File: config.mk
export PLATFORM = sky130hd
export DESIGN_NAME = spec_acc_engine
export DESIGN_NICKNAME = d
export VERILOG_FILES = /design/src/rtl/spec_acc_engine.sv
export SDC_FILE = /design/constraint.sdc
export NUM_CORES = 1
export LEC_CHECK = 0
export ABC_AREA = 1
export CORE_MARGIN = 2
export CORE_UTILIZATION = 50
export DETAILED_ROUTE_END_ITERATION = 8
export MAX_ROUTING_LAYER = met4
export PLACE_DENSITY = 0.77
export SKIP_LAST_GASP = 1
export SYNTH_ARGS = -nofsm -noshare
export SYNTH_HDL_FRONTEND = slang
export SYNTH_SLANG_ARGS = --single-unit
File: constraint.sdc
create_clock -name clk -period 19.82 [get_ports clk]
set_clock_uncertainty 0.05 [all_clocks]
set_input_delay 4.955 -clock clk [delete_from_list [all_inputs] [get_ports clk]]
set_output_delay 4.955 -clock clk [all_outputs]
set_load 0.02 [all_outputs]
File: src/rtl/spec_acc_engine.sv
// Spectrum accumulation engine: read-add-write address/strobe generator with a saturating adder.
// Range bins below BG_BINS are written to the background DPRAM; all others go to the accumulation DPRAM.
module spec_acc_engine #(
    parameter int unsigned DATA_W  = 32,
    parameter int unsigned ACC_W   = 40,
    parameter int unsigned IDX_W   = 10,
    parameter int unsigned BIN_W   = 5,
    parameter int unsigned RD_LAT  = 2,
    parameter int unsigned CNT_W   = 16,
    parameter int unsigned BG_BINS = 1
) (
    input  logic                   clk,
    input  logic                   rst,
    input  logic                   acc_start,
    input  logic [CNT_W-1:0]       acc_num,
    input  logic                   data_valid_in,
    input  logic [DATA_W-1:0]      data_in,
    input  logic [IDX_W-1:0]       data_index,
    input  logic [BIN_W-1:0]       range_bin,
    input  logic                   pulse_done,
    input  logic [ACC_W-1:0]       ram_rddata,
    input  logic [ACC_W-1:0]       bg_rddata,
    output logic [BIN_W+IDX_W-1:0] rdaddr_out,
    output logic [BIN_W+IDX_W-1:0] wraddr_out,
    output logic [ACC_W-1:0]       wrdata_out,
    output logic                   DPRAM_wea,
    output logic                   DPRAM_BG_wea,
    output logic [CNT_W-1:0]       pulse_cnt,
    output logic                   busy,
    output logic                   sat_flag,
    output logic                   SPEC_Acc_Done
);

    localparam int unsigned ADDR_W = BIN_W + IDX_W;
    localparam int unsigned SUM_W  = ACC_W + 1;
    localparam int unsigned FC_W   = $clog2(RD_LAT + 2);

    typedef enum logic [1:0] {IDLE, ACC, FLUSH, DONE} state_t;

    state_t           state;
    logic [CNT_W-1:0] target;
    logic [FC_W-1:0]  flush_cnt;

    // Stage 0 is the read-address stage; stage RD_LAT lines up with the returning read data.
    logic [RD_LAT:0]   pv;
    logic [RD_LAT:0]   pfirst;
    logic [RD_LAT:0]   pbg;
    logic [DATA_W-1:0] pdata [RD_LAT+1];
    logic [ADDR_W-1:0] paddr [RD_LAT+1];

    logic              accept;
    logic              is_bg;
    logic [CNT_W-1:0]  acc_num_eff;
    logic [CNT_W-1:0]  cnt_next;
    logic [ACC_W-1:0]  rd_sel;
    logic [SUM_W-1:0]  sum;
    logic [ACC_W-1:0]  result;
    logic              sat_hit;

    assign rdaddr_out = paddr[0];

    always_comb begin
        accept      = data_valid_in && (state == ACC);
        is_bg       = 32'(range_bin) < BG_BINS;
        acc_num_eff = (acc_num == '0) ? CNT_W'(1) : acc_num;
        cnt_next    = pulse_cnt + CNT_W'(1);
        rd_sel      = pbg[RD_LAT] ? bg_rddata : ram_rddata;
        sum         = SUM_W'(rd_sel) + SUM_W'(pdata[RD_LAT]);
        result      = sum[ACC_W-1:0];
        sat_hit     = 1'b0;
        // The first pulse of a run overwrites whatever the RAM holds, so no clear pass is needed.
        if (pfirst[RD_LAT]) begin
            result = ACC_W'(pdata[RD_LAT]);
        end else if (sum[ACC_W]) begin
            result  = '1;
            sat_hit = 1'b1;
        end
    end

    always_ff @(posedge clk or posedge rst) begin
        if (rst) begin
            state         <= IDLE;
            target        <= '0;
            flush_cnt     <= '0;
            pulse_cnt     <= '0;
            busy          <= 1'b0;
            sat_flag      <= 1'b0;
            SPEC_Acc_Done <= 1'b0;
        end else begin
            SPEC_Acc_Done <= 1'b0;
            if (pv[RD_LAT] && sat_hit) begin
                sat_flag <= 1'b1;
            end
            case (state)
                IDLE: begin
                    if (acc_start) begin
                        state     <= ACC;
                        target    <= acc_num_eff;
                        pulse_cnt <= '0;
                        sat_flag  <= 1'b0;
                        busy      <= 1'b1;
                    end
                end
                ACC: begin
                    if (pulse_done) begin
                        pulse_cnt <= cnt_next;
                        if (cnt_next == target) begin
                            state     <= FLUSH;
                            flush_cnt <= '0;
                        end
                    end
                end
                FLUSH: begin
                    // Held long enough for the last accepted beat to reach the write port.
                    if (flush_cnt == FC_W'(RD_LAT + 1)) begin
                        state         <= DONE;
                        SPEC_Acc_Done <= 1'b1;
                    end else begin
                        flush_cnt <= flush_cnt + FC_W'(1);
                    end
                end
                DONE: begin
                    state <= IDLE;
                    busy  <= 1'b0;
                end
                default: begin
                    state <= IDLE;
                    busy  <= 1'b0;
                end
            endcase
        end
    end

    always_ff @(posedge clk or posedge rst) begin
        if (rst) begin
            pv           <= '0;
            pfirst       <= '0;
            pbg          <= '0;
            for (int unsigned i = 0; i <= RD_LAT; i++) begin
                pdata[i] <= '0;
                paddr[i] <= '0;
            end
            wraddr_out   <= '0;
            wrdata_out   <= '0;
            DPRAM_wea    <= 1'b0;
            DPRAM_BG_wea <= 1'b0;
        end else begin
            pv[0] <= accept;
            if (accept) begin
                paddr[0]  <= {range_bin, data_index};
                pdata[0]  <= data_in;
                pfirst[0] <= (pulse_cnt == '0);
                pbg[0]    <= is_bg;
            end
            for (int unsigned i = 1; i <= RD_LAT; i++) begin
                pv[i]     <= pv[i-1];
                pfirst[i] <= pfirst[i-1];
                pbg[i]    <= pbg[i-1];
                pdata[i]  <= pdata[i-1];
                paddr[i]  <= paddr[i-1];
            end
            DPRAM_wea    <= pv[RD_LAT] && !pbg[RD_LAT];
            DPRAM_BG_wea <= pv[RD_LAT] && pbg[RD_LAT];
            if (pv[RD_LAT]) begin
                wraddr_out <= paddr[RD_LAT];
                wrdata_out <= result;
            end
        end
    end

endmodule

Yosys cells after proc, flatten, opt, wreduce, memory -nomap -nowiden:

Index checks and enable logic that the tools add are counted.

* flip-flop bits (word level): 246
* input port bits: 148
* output and inout bits: 91
* logic and storage cells: 77

* $add $sub $neg: 3
* order comparisons: 1
* equality and inequality tests: 10
* muxes and demuxes: 25
* reductions and logical operators: 16

Operators by type and width (number)
* $mux 40: 3
* $mux 16: 3
* $add 40x32->41: 1
* $logic_not 16->1: 2
* $pmux 16 s2: 1
* $add 16x1->16 const B: 1
* $eq 16x16->1: 1
* $mux 2: 7
* $mux 1: 8
* $ne 2x2->1 const B: 4
* $pmux 2 s4: 1
* $reduce_and 4->1: 2
* $eq 2x2->1 const B: 3
* $reduce_bool 2->1: 3
* $lt 5x1->1 const B: 1
* $logic_and 1x1->1: 4
* $pmux 2 s2: 1
* $reduce_and 2->1: 2
* $reduce_and 3->1: 1
* $add 2x1->2 const B: 1
* $eq 2x1->1 const B: 1
* $logic_not 2->1: 1
* $ne 2x1->1 const B: 1
* $pmux 1 s2: 1
* $logic_not 1->1: 1

Longest topological paths before layout:

Gate-level depths: netlist (run 1).

* depth after elaboration: 8
* depth in mapped cells: 21
* mapped depth without buffers: 19

Worst setup path before layout (run 1):

No wires, ideal clock.

* path type: input-to-reg
* from: input port bg_rddata[0]
* to: register wrdata_out[18]
* setup time: 116 ps
* arrival: 6924 ps
* required time: 19654 ps
* slack: 12729 ps
* stages: 20
* buffers on the path: 1
* cell sequence: mux2_2 ha_1 fa_1 nand2_1 nand3_1 nand2_2 inv_2 nand2_1 nand2_2 nand2_1 nand2_2 nand3_2 nand2_2 nand2_2 nand2_4 inv_4 buf_12 nand2_2 nand2_1 nand2_1

* cells in the longest elaborated chain, start to end: 4

RTL lines
* start, declared: line 22 `input logic [ACC_W-1:0] bg_rddata,`
* $mux 40: line 67 `rd_sel = pbg[RD_LAT] ? bg_rddata : ram_rddata;`
* $add 40x32->41: line 68 `sum = SUM_W'(rd_sel) + SUM_W'(pdata[RD_LAT]);`
* $mux 40: line 74 `end else if (sum[ACC_W]) begin`
* $mux 40: line 72 `if (pfirst[RD_LAT]) begin`
* end signal, assigned: line 166 `wrdata_out <= result;`
* end, declared: line 25 `output logic [ACC_W-1:0] wrdata_out,`

Every way passes these cells.
A chain may end at the register's enable or synchronous reset.

Final worst setup path (run 1):

* from: input port bg_rddata[0]
* to: register wrdata_out[27]

The elaborated chain is that of the path after synthesis.

==> flow_summary.json, run 1 <==
{
  "synth-edff-count": 0,
  "synth_xor_area_share_pct": 1.42,
  "final_hold_viol_count": 0,
  "p_leak_nw": 7.58,
  "synth.top_cell.area_share_pct": 50.0,
  "num_vias": 10500,
  "cp_data_arrival_time_ns": 7.76,
  "grt_usage_pct": 26.5,
  "grt_antenna_before_repair": 3,
  "synth_top_area_cell": "dfrtp_1",
  "htreeDepth": 1,
  "ys_warn_count": 0,
  "drcViolationCount": 0,
  "maxCapViolCount": 0,
  "synth-main-ff-cell": "dfrtp_1",
  "cts.sinks": 246,
  "syn_inst": 1504,
  "holdPathStages": 0,
  "outcome": "finished clean",
  "grt_max_degree": 98,
  "grt_pass1_vias": 10300,
  "power_density_mw_per_mm2": 152,
  "numCtsBuffers": 25,
  "io_pins": 239,
  "synth_compound_area_share_pct": 7.75,
  "maxSlewViolCount": 0,
  "dp_hpwl_um": 25300,
  "grt_pass1_wl_um": 53000,
  "overflow": 0,
  "io_buffers": 238,
  "r2r_end": "wrdata_out[27]",
  "ant_nets": 0,
  "coreArea_mm2": 0.0242,
  "worst_pin_slew_ns": 0.987,
  "synth_cell_types": 46,
  "tns_ns": 0,
  "setup.worst_path.class": "in -> reg",
  "synth_top_family_by_area": "simple AND/OR/NAND/NOR gates",
  "dr.pass1.iters": 5,
  "clk_latency_ns": 0.53,
  "cpMaxStageDelayCell": "fa_1",
  "initial_core_util_pct": 50.8,
  "end_kind": "flop",
  "finalCritPeriodShare_pct": 37.4,
  "rsz0062_at_grt": "no",
  "nNetsFinal": 1915,
  "synth_mux_area_share_pct": 2.93,
  "synthAdderAreaFrac_pct": 4.13,
  "worstHoldEndpoint": "pdata[25]",
  "yosysMostFrequentCell": "nand2_1",
  "ys_top_cells_by_count": "517 x nand2_1, 246 x dfrtp_1, 135 x inv_1",
  "vias_per_cell": 5.08,
  "cpPeakStageDelay_ns": 0.43,
  "slew_headroom_pct": 34.2,
  "wl_um": 33300,
  "regToRegSetupSlack_ns": 16.26,
  "holdWs_ns": 0.284,
  "fmax_ghz": 0.135,
  "design.die.area_mm2": 0.0259,
  "worstHoldPathType": "reg -> reg",
  "finalCriticalPeriod_ns": 7.42,
  "irDropWorstVdd_mv": 0.0837,
  "async_reset_ff_share_pct": 100,
  "ctsResizeCount": 0,
  "start_kind": "input pin",
  "ys_ff_latch": 246,
  "ys_seq_area_share_pct": 50.0,
  "worstRegToRegCells": 20,
  "clkTransAtPathRegs_ns": 0.06,
  "crit_chain": "clkdlybuf4s50_1 -> mux2_2 -> ha_1 -> fa_1 -> nand2_1 -> nand3_1 -> nand2_2 -> inv_2 -> nand2_1 -> nand2_2 -> nand2_1 -> nand2_2 -> nand3_2 -> nand2_2 -> nand2_2 -> nand2_4 -> inv_4 -> nand2_2 -> nand2_1 -> nand2_1",
  "clockBufferDepth": 3,
  "drt_iter0_drc": 671,
  "cts_tree": "yes",
  "ys_top_cells_by_area": "dfrtp_1 50%, nand2_1 16%, inv_1 4.1%",
  "synth-simple-area-share_pct": 27.1,
  "layout-drive-gt1-share_pct": 6.95,
  "postSynthNetCount": 1692,
  "crit_top_cell": "nand2_2",
  "hold_start": "pdata[57]",
  "setup_viol": 0,
  "die_x_um": 161,
  "critPathMaxFanout": 21,
  "globalplace.congestion": 0.942,
  "holdBufCountCts": 0,
  "critPathRequiredTime_ns": 20.17,
  "synth_area_mm2": 0.0123,
  "wire_per_inst_um": 16.1,
  "post_cts_buffers": 0,
  "syn_to_final_growth_pct": 27.6,
  "timing.rr.start": "pbg[2]",
  "num_rows": 57,
  "die_h_um": 161,
  "syn_area_per_cell_um2": 8.18,
  "clockRootBuffer": "clkbuf_16"
}
==> layout make-up <==
class                   count  area [um^2]
clock buffers              28          657
multi-input cells        1069         5340
clock inverters            13          163
repair buffers            246         2440
flip-flops and latches    246         6160
fillers                  2101         8550
inverters                 139          532
diodes                      3         7.51
well taps                 324          405
==> cells by family (layout without fill, tap and decap cells) <==
kind of cell    Yosys count  count (layout)
compound gates          176             176
xor+xnor                 20              20
fa+ha+maj                40              40
buf+inv                 189             426
flops                   246             246
mux                      32              32
other cells               0               3
simple gates            801             801
==> how the worst max path moves through the flow <==
stage	startpoint	to
5_1_grt	bg_rddata[0]	wrdata_out[27]
2_1_floorplan	rst	DPRAM_BG_wea
3_5_place_dp	ram_rddata[0]	wrdata_out[27]
6_report	bg_rddata[0]	wrdata_out[27]
3_3_place_gp	bg_rddata[0]	wrdata_out[23]
4_1_cts	bg_rddata[0]	wrdata_out[27]
==> where the power goes <==
part | internal, W | total [W] | switching (W) | leakage (nW)
sequential | 0.000720 | 0.000854 | 0.000135 | 3.10
clock | 0.000277 | 0.000471 | 0.000193 | 0.396
combinational | 0.000412 | 0.00106 | 0.000644 | 4.09
total | 0.00141 | 0.00238 | 0.000971 | 7.58
==> flip-flops by register name, indices dropped and copies added, names as in the netlist, 15 cells and up <==
signal and count:
paddr 30, target 16, pulse_cnt 16, rdaddr_out 15
wrdata_out 40, pdata 96, wraddr_out 15
==> metrics by stage <==
stage,setup WS [ns],util [%],total power (W),area [um^2],cells
2_1_floorplan,8.06,-,0.00153,12300,1504
3_3_place_gp,11.96,61.3,0.00189,14900,2024
3_5_place_dp,11.85,61.3,0.00191,14900,2024
4_1_cts,12.40,64.7,0.00239,15700,2065
5_1_grt,12.24,64.7,0.00255,15700,2068
6_report,12.40,64.7,0.00238,15700,2068
==> worst max-delay path, delay by kind of cell <==
family                   cells  cell delay, ns
AND/OR/NAND/NOR             14            1.19
buffers and inverters        3            0.69
multiplexers                 1            0.27
adder cells (fa/ha/maj)      2            0.64
==> layout by cell type, fill, tap and decap left out, drive strengths merged <==
cell type,instances
o41ai,1
a22o,1
xnor2,3
clkinv,7
o21bai,5
or2,4
nand2,536
diode,3
a21o,3
and3,2
nor2,138
a21boi,1
nand4,18
xor2,17
inv,139
clkdlybuf4s50,238
o22ai,9
clkinvlp,3
nand3b,8
bufinv,3
a21oi,44
mux2,32
and2,1
nor4,8
nand3,80
fa,1
buf,8
dfrtp,246
a22oi,1
o21ai,101
o21a,10
nor3,6
ha,39
clkbuf,28
==> metal layers <==
metal,GRT usage (%),routed length [um],vias up
met2,43.0,15600,301
met4,6.29,747,0
li1,-,-,5244
met3,5.27,2360,49
met5,-,0,-
met1,34.7,14600,4903
Note: power is estimated with default switching activity, not from simulation.
==> inputs of run 2 (changes only) <==
- clock period: 19.82 -> 7.5 ns (I/O delays scaled with it)
==> run 2 against run 1 <==
First-iteration DRC count rose by 7.2%; critical path depth did not move; worst hold slack improved by 0.013 ns; utilization up 0.077 points; highest routed layer unchanged; non-clock buffer count decreased by 1; critical path type unchanged; cell count about the same; final area up 0.12%; sequential power rose to 2.7 times the previous value.
==> flow_summary.json, run 2 (synthesized netlist as in run 1, its figures left out) <==
{
  "slew_headroom_pct": 32.4,
  "num_rows": 57,
  "io_pins": 239,
  "top_regs": "pdata (96), wrdata_out (40), paddr (30)",
  "tns_ns": 0,
  "setup_viol": 0,
  "worstHoldEndpoint": "pdata[31]",
  "final_hold_viol_count": 0,
  "finalCritPeriodShare_pct": 58.4,
  "rsz0062_at_grt": "no",
  "final_area_mm2": 0.0157,
  "initial_core_util_pct": 50.8,
  "grt_usage_pct": 27.2,
  "num_vias": 10600,
  "wl_met1_um": 15000,
  "start_kind": "input pin",
  "p_sw_w": 0.00259,
  "cts_tree": "yes",
  "power_frac_clock_pct": 20.0,
  "vias_per_cell": 5.12,
  "dr.pass1.iters": 5,
  "grt_max_degree": 167,
  "post_cts_buffers": 0,
  "dpl-instance-area_mm2": 0.0149,
  "wl_um": 33800,
  "die_x_um": 161,
  "grt_pass1_vias": 10600,
  "design.die.area_mm2": 0.0259,
  "setup.worst_path.class": "in -> reg",
  "power_density_mw_per_mm2": 403,
  "numCtsBuffers": 25,
  "fmax_ghz": 0.228,
  "outcome": "finished clean",
  "final_common_cell": "nand2_1",
  "overflow": 0,
  "hold_start": "pdata[63]",
  "io_buffers": 238,
  "syn_to_final_growth_pct": 27.7,
  "clk_latency_ns": 0.53,
  "wire_per_inst_um": 16.3,
  "layout-drive-gt1-share_pct": 6.99,
  "timing.rr.start": "pbg[2]",
  "finalCriticalPeriod_ns": 4.38,
  "p_int_w": 0.00374,
  "clockRootBuffer": "clkbuf_16",
  "clockBufferDepth": 3,
  "end_kind": "flop",
  "worstHoldPathType": "reg -> reg",
  "dp_hpwl_um": 25300,
  "holdPathStages": 0,
  "drt_iter0_drc": 719,
  "largest_reg_flops": 96,
  "holdBufCountCts": 0,
  "dr_wl_met3_um": 2080,
  "die_h_um": 161,
  "worst_pin_slew_ns": 1.01,
  "nNetsFinal": 1914,
  "cp_data_arrival_time_ns": 4.75,
  "maxSlewViolCount": 0,
  "drcViolationCount": 0,
  "globalplace.congestion": 0.953,
  "critPathMaxFanout": 21,
  "p_leak_nw": 7.59,
  "maxCapViolCount": 0,
  "coreArea_mm2": 0.0242,
  "regMostFlops": "pdata",
  "routed-wl-met2_um": 15900,
  "grt_pass1_wl_um": 54300,
  "mostFrequentLayoutCells": "516 x nand2_1, 245 x dfrtp_1, 238 x clkdlybuf4s50_1",
  "irDropWorstVdd_mv": 0.227,
  "worstRegToRegCells": 19,
  "clkTransAtPathRegs_ns": 0.06,
  "dr.max_layer_used": "met4",
  "cts.sinks": 246,
  "grt_antenna_before_repair": 1,
  "ctsResizeCount": 0,
  "p_sw_share_pct": 41.0,
  "htreeDepth": 1,
  "r2r_end": "wrdata_out[23]",
  "pwr-share-comb_pct": 44.1,
  "regToRegSetupSlack_ns": 3.71,
  "ant_nets": 0,
  "seq_power_share_pct": 35.8,
  "critPathRequiredTime_ns": 7.87
}
## run 2: changes by cell type in the layout (fill, tap and decap cells not counted), sizes merged
cell,before,now
clkbuf,28,32
clkinvlp,3,4
clkinv,7,8
inv,139,138
buf,8,7
diode,3,1
## run 2: power groups by stage
stage / clock network, W / logic, W / registers [W]
floorplan: 0 / 0.00169 / 0.00235
global placement: 0 / 0.00274 / 0.00226
detailed placement: 0 / 0.00278 / 0.00228
CTS: 0.00130 / 0.00280 / 0.00227
global route: 0.00135 / 0.00311 / 0.00234
finish: 0.00127 / 0.00280 / 0.00227
## run 2: through the flow
step | hold slack, ns | total power [W] | worst slack (ns) | cells | utilization (%)
after floorplan | 0.281 | 0.00404 | 2.34 | 1504 | -
after global placement | 0.281 | 0.00500 | 2.71 | 2023 | 61.3
after detailed placement | 0.285 | 0.00506 | 2.61 | 2023 | 61.3
after CTS | 0.297 | 0.00636 | 3.16 | 2069 | 64.8
after global routing | 0.299 | 0.00680 | 2.89 | 2070 | 64.8
final | 0.297 | 0.00633 | 3.12 | 2070 | 64.8
## run 2: per-layer routing
metal	vias to the layer above	global-route usage [%]
met2	311	43.7
met4	0	7.35
met3	57	4.91
met5	-	-
li1	5236	-
met1	4999	36.0
## run 2: cell type report
class	count	area, um^2
Tap cell	324	405
Inverter	139	528
Clock buffer	32	682
Clock inverter	14	160
Antenna cell	1	2.50
Fill cell	2079	8530
Sequential cell	246	6160
Multi-Input combinational cell	1069	5340
Timing Repair Buffer	245	2450
## run 2: how the worst max path moves through the flow
stage,start,end,slack [ns],depth (start not counted)
2_1_floorplan,rst,DPRAM_BG_wea,2.34,1
3_3_place_gp,bg_rddata[0],wrdata_out[23],2.71,20
3_5_place_dp,bg_rddata[0],wrdata_out[28],2.61,20
4_1_cts,bg_rddata[0],wrdata_out[27],3.16,20
5_1_grt,bg_rddata[0],wrdata_out[23],2.89,20
6_report,bg_rddata[0],wrdata_out[23],3.12,20
## run 2: critical path, stage by stage
cell	delay, ns
clkdlybuf4s50_1	0.40
mux2_2	0.28
ha_1	0.22
fa_1	0.43
nand2_1	0.10
nand3_1	0.09
nand2_2	0.10
inv_2	0.04
nand2_1	0.06
nand2_2	0.07
nand2_1	0.09
nand2_2	0.09
nand3_2	0.08
nand2_2	0.09
nand2_2	0.09
nand2_4	0.18
inv_4	0.26
nand2_1	0.08
nand2_1	0.06
nand2_1	0.04
==> inputs of run 3 (changes only) <==
- CORE_UTILIZATION: 50 -> 47
- PLACE_DENSITY: 0.77 -> 0.76
- clock period: 7.5 -> 3.5 ns (I/O delays scaled with it)
==> run 3 against run 2 <==
Count of clock-buffer cells in the layout decreased by 1; non-clock buffer count up 36; first-iteration DRC count rose by 28%; worst setup slack worse by 2.7 ns; die area grew 6.2%; wire length rose by 1.5%; sequential power rose by 110%; via count up 3.0%; worst hold slack lost 0.012 ns; critical path type unchanged; largest cell class unchanged; largest power group unchanged.
==> flow_summary.json, run 3 (synthesized netlist as in run 1, its figures left out) <==
{
  "outcome": "finished clean",
  "fmax_ghz": 0.322,
  "num_vias": 10900,
  "vias_per_cell": 5.16,
  "wire_per_inst_um": 16.2,
  "grt_antenna_before_repair": 0,
  "clkTransAtPathRegs_ns": 0.06,
  "worstHoldPathType": "reg -> reg",
  "slew_headroom_pct": 48.0,
  "io_pins": 239,
  "num_rows": 59,
  "fin_cells": 2115,
  "start_kind": "input pin",
  "clockBufferDepth": 3,
  "initial_core_util_pct": 47.5,
  "top_usage_layer": "met2",
  "ctsResizeCount": 0,
  "drt_iter0_drc": 918,
  "cts.sinks": 246,
  "design.die.area_mm2": 0.0275,
  "finalCriticalPeriod_ns": 3.10,
  "grt_pass1_wl_um": 55000,
  "largest_reg_flops": 96,
  "setup_viol": 0,
  "wl_um": 34400,
  "globalplace.congestion": 0.963,
  "grt_usage_pct": 25.6,
  "cts_tree": "yes",
  "placed_cells": 2070,
  "overflow": 0,
  "final_common_cell": "nand2_1",
  "critPathMaxFanout": 20,
  "dr.pass1.iters": 7,
  "drcViolationCount": 0,
  "io_buffers": 238,
  "holdWs_ns": 0.285,
  "groute.layer.met1.usage_pct": 32.1,
  "syn_to_final_growth_pct": 30.9,
  "setup.worst_path.class": "in -> reg",
  "grt_pass1_vias": 10900,
  "maxSlewViolCount": 0,
  "irDropWorstVdd_mv": 0.504,
  "critPathRequiredTime_ns": 3.86,
  "cp_data_arrival_time_ns": 3.46,
  "numCtsBuffers": 25,
  "maxCapViolCount": 0,
  "final_hold_viol_count": 0,
  "end_kind": "flop",
  "grt_use_met3_pct": 3.86,
  "top_regs": "pdata (96), wrdata_out (40), paddr (30)",
  "p_leak_nw": 7.81,
  "ant_nets": 0,
  "grt_max_degree": 112,
  "coreArea_mm2": 0.0259,
  "die_h_um": 166,
  "die_x_um": 166,
  "mostFrequentLayoutCells": "516 x nand2_1, 245 x dfrtp_1, 238 x clkdlybuf4s50_1",
  "htreeDepth": 1,
  "use_met2_pct": 42.8,
  "total_power_w": 0.0141,
  "holdBufCountCts": 0,
  "n_antenna_cell": 0,
  "power_density_mw_per_mm2": 876,
  "clk_latency_ns": 0.53,
  "post_cts_buffers": 0,
  "regMostFlops": "pdata",
  "worst_pin_slew_ns": 0.777,
  "layout-drive-gt1-share_pct": 8.93,
  "dp_hpwl_um": 25800,
  "final_util_pct": 62.2,
  "clockRootBuffer": "clkbuf_16",
  "rsz0062_at_grt": "no",
  "nNetsFinal": 1950,
  "finalCritPeriodShare_pct": 88.6
}
[run 3: changes by cell type in the layout (fill, tap and decap cells not counted), sizes merged]
cell    previous run  this run
clkbuf            32        31
clkinv             8         7
buf                7        43
diode              1         0
inv              138       136
bufinv             3         6
[run 3: final timing paths]
kind | from | end | slack, ns | cells after the start
min | pdata[58] | pdata[26] | 0.28 | 0
max reg2reg | pbg[2] | wrdata_out[12] | 0.42 | 19
max | bg_rddata[0] | wrdata_out[12] | 0.40 | 19
max in group asynchronous | rst | pulse_cnt[8] | 2.01 | 3
min reg2reg | pdata[58] | pdata[26] | 0.28 | 0
min in group asynchronous | rst | pdata[64] | 0.83 | 3
[run 3: metal layers]
metal,up-vias,wire [um]
met2,373,16800
met1,5150,14600
met4,0,1040
li1,5320,-
met5,-,0
met3,74,1990
[run 3: layout make-up]
| class | count | area, um^2 |
|---|---|---|
| fillers | 2191 | 9800 |
| flip-flops and latches | 246 | 6160 |
| multi-input cells | 1069 | 5340 |
| repair buffers | 281 | 2740 |
| clock buffers | 31 | 688 |
| inverters | 139 | 528 |
| well taps | 335 | 419 |
| clock inverters | 14 | 239 |
[run 3: worst max-delay path: stages]
cell and delay, ns:
clkdlybuf4s50_1 0.39, mux2_2 0.26, ha_1 0.23, fa_1 0.40, nand2_1 0.08, nand3_1 0.08, nand2_2 0.10, inv_2 0.04
nand2_1 0.06, nand2_2 0.05, nand2_1 0.07, nand2_2 0.08, nand3_2 0.07, nand2_2 0.07, nand2_2 0.08, nand2_4 0.05
buf_4 0.24, nor2_1 0.14, o21ai_1 0.07
[run 3: metrics by stage]
stage	instance area [um^2]	setup WS [ns]	setup TNS [ns]
floorplan	12300	-0.657	-161.56
global placement	15200	-0.0412	-0.467
detailed placement	15200	-0.137	-2.67
CTS	16100	0.382	0
global route	16100	0.223	0
finish	16100	0.397	0
[run 3: where the power goes]
group          switching, W  internal (W)  total (W)
combinational       0.00374       0.00256    0.00631
clock               0.00114       0.00184    0.00298
sequential         0.000750       0.00407    0.00482
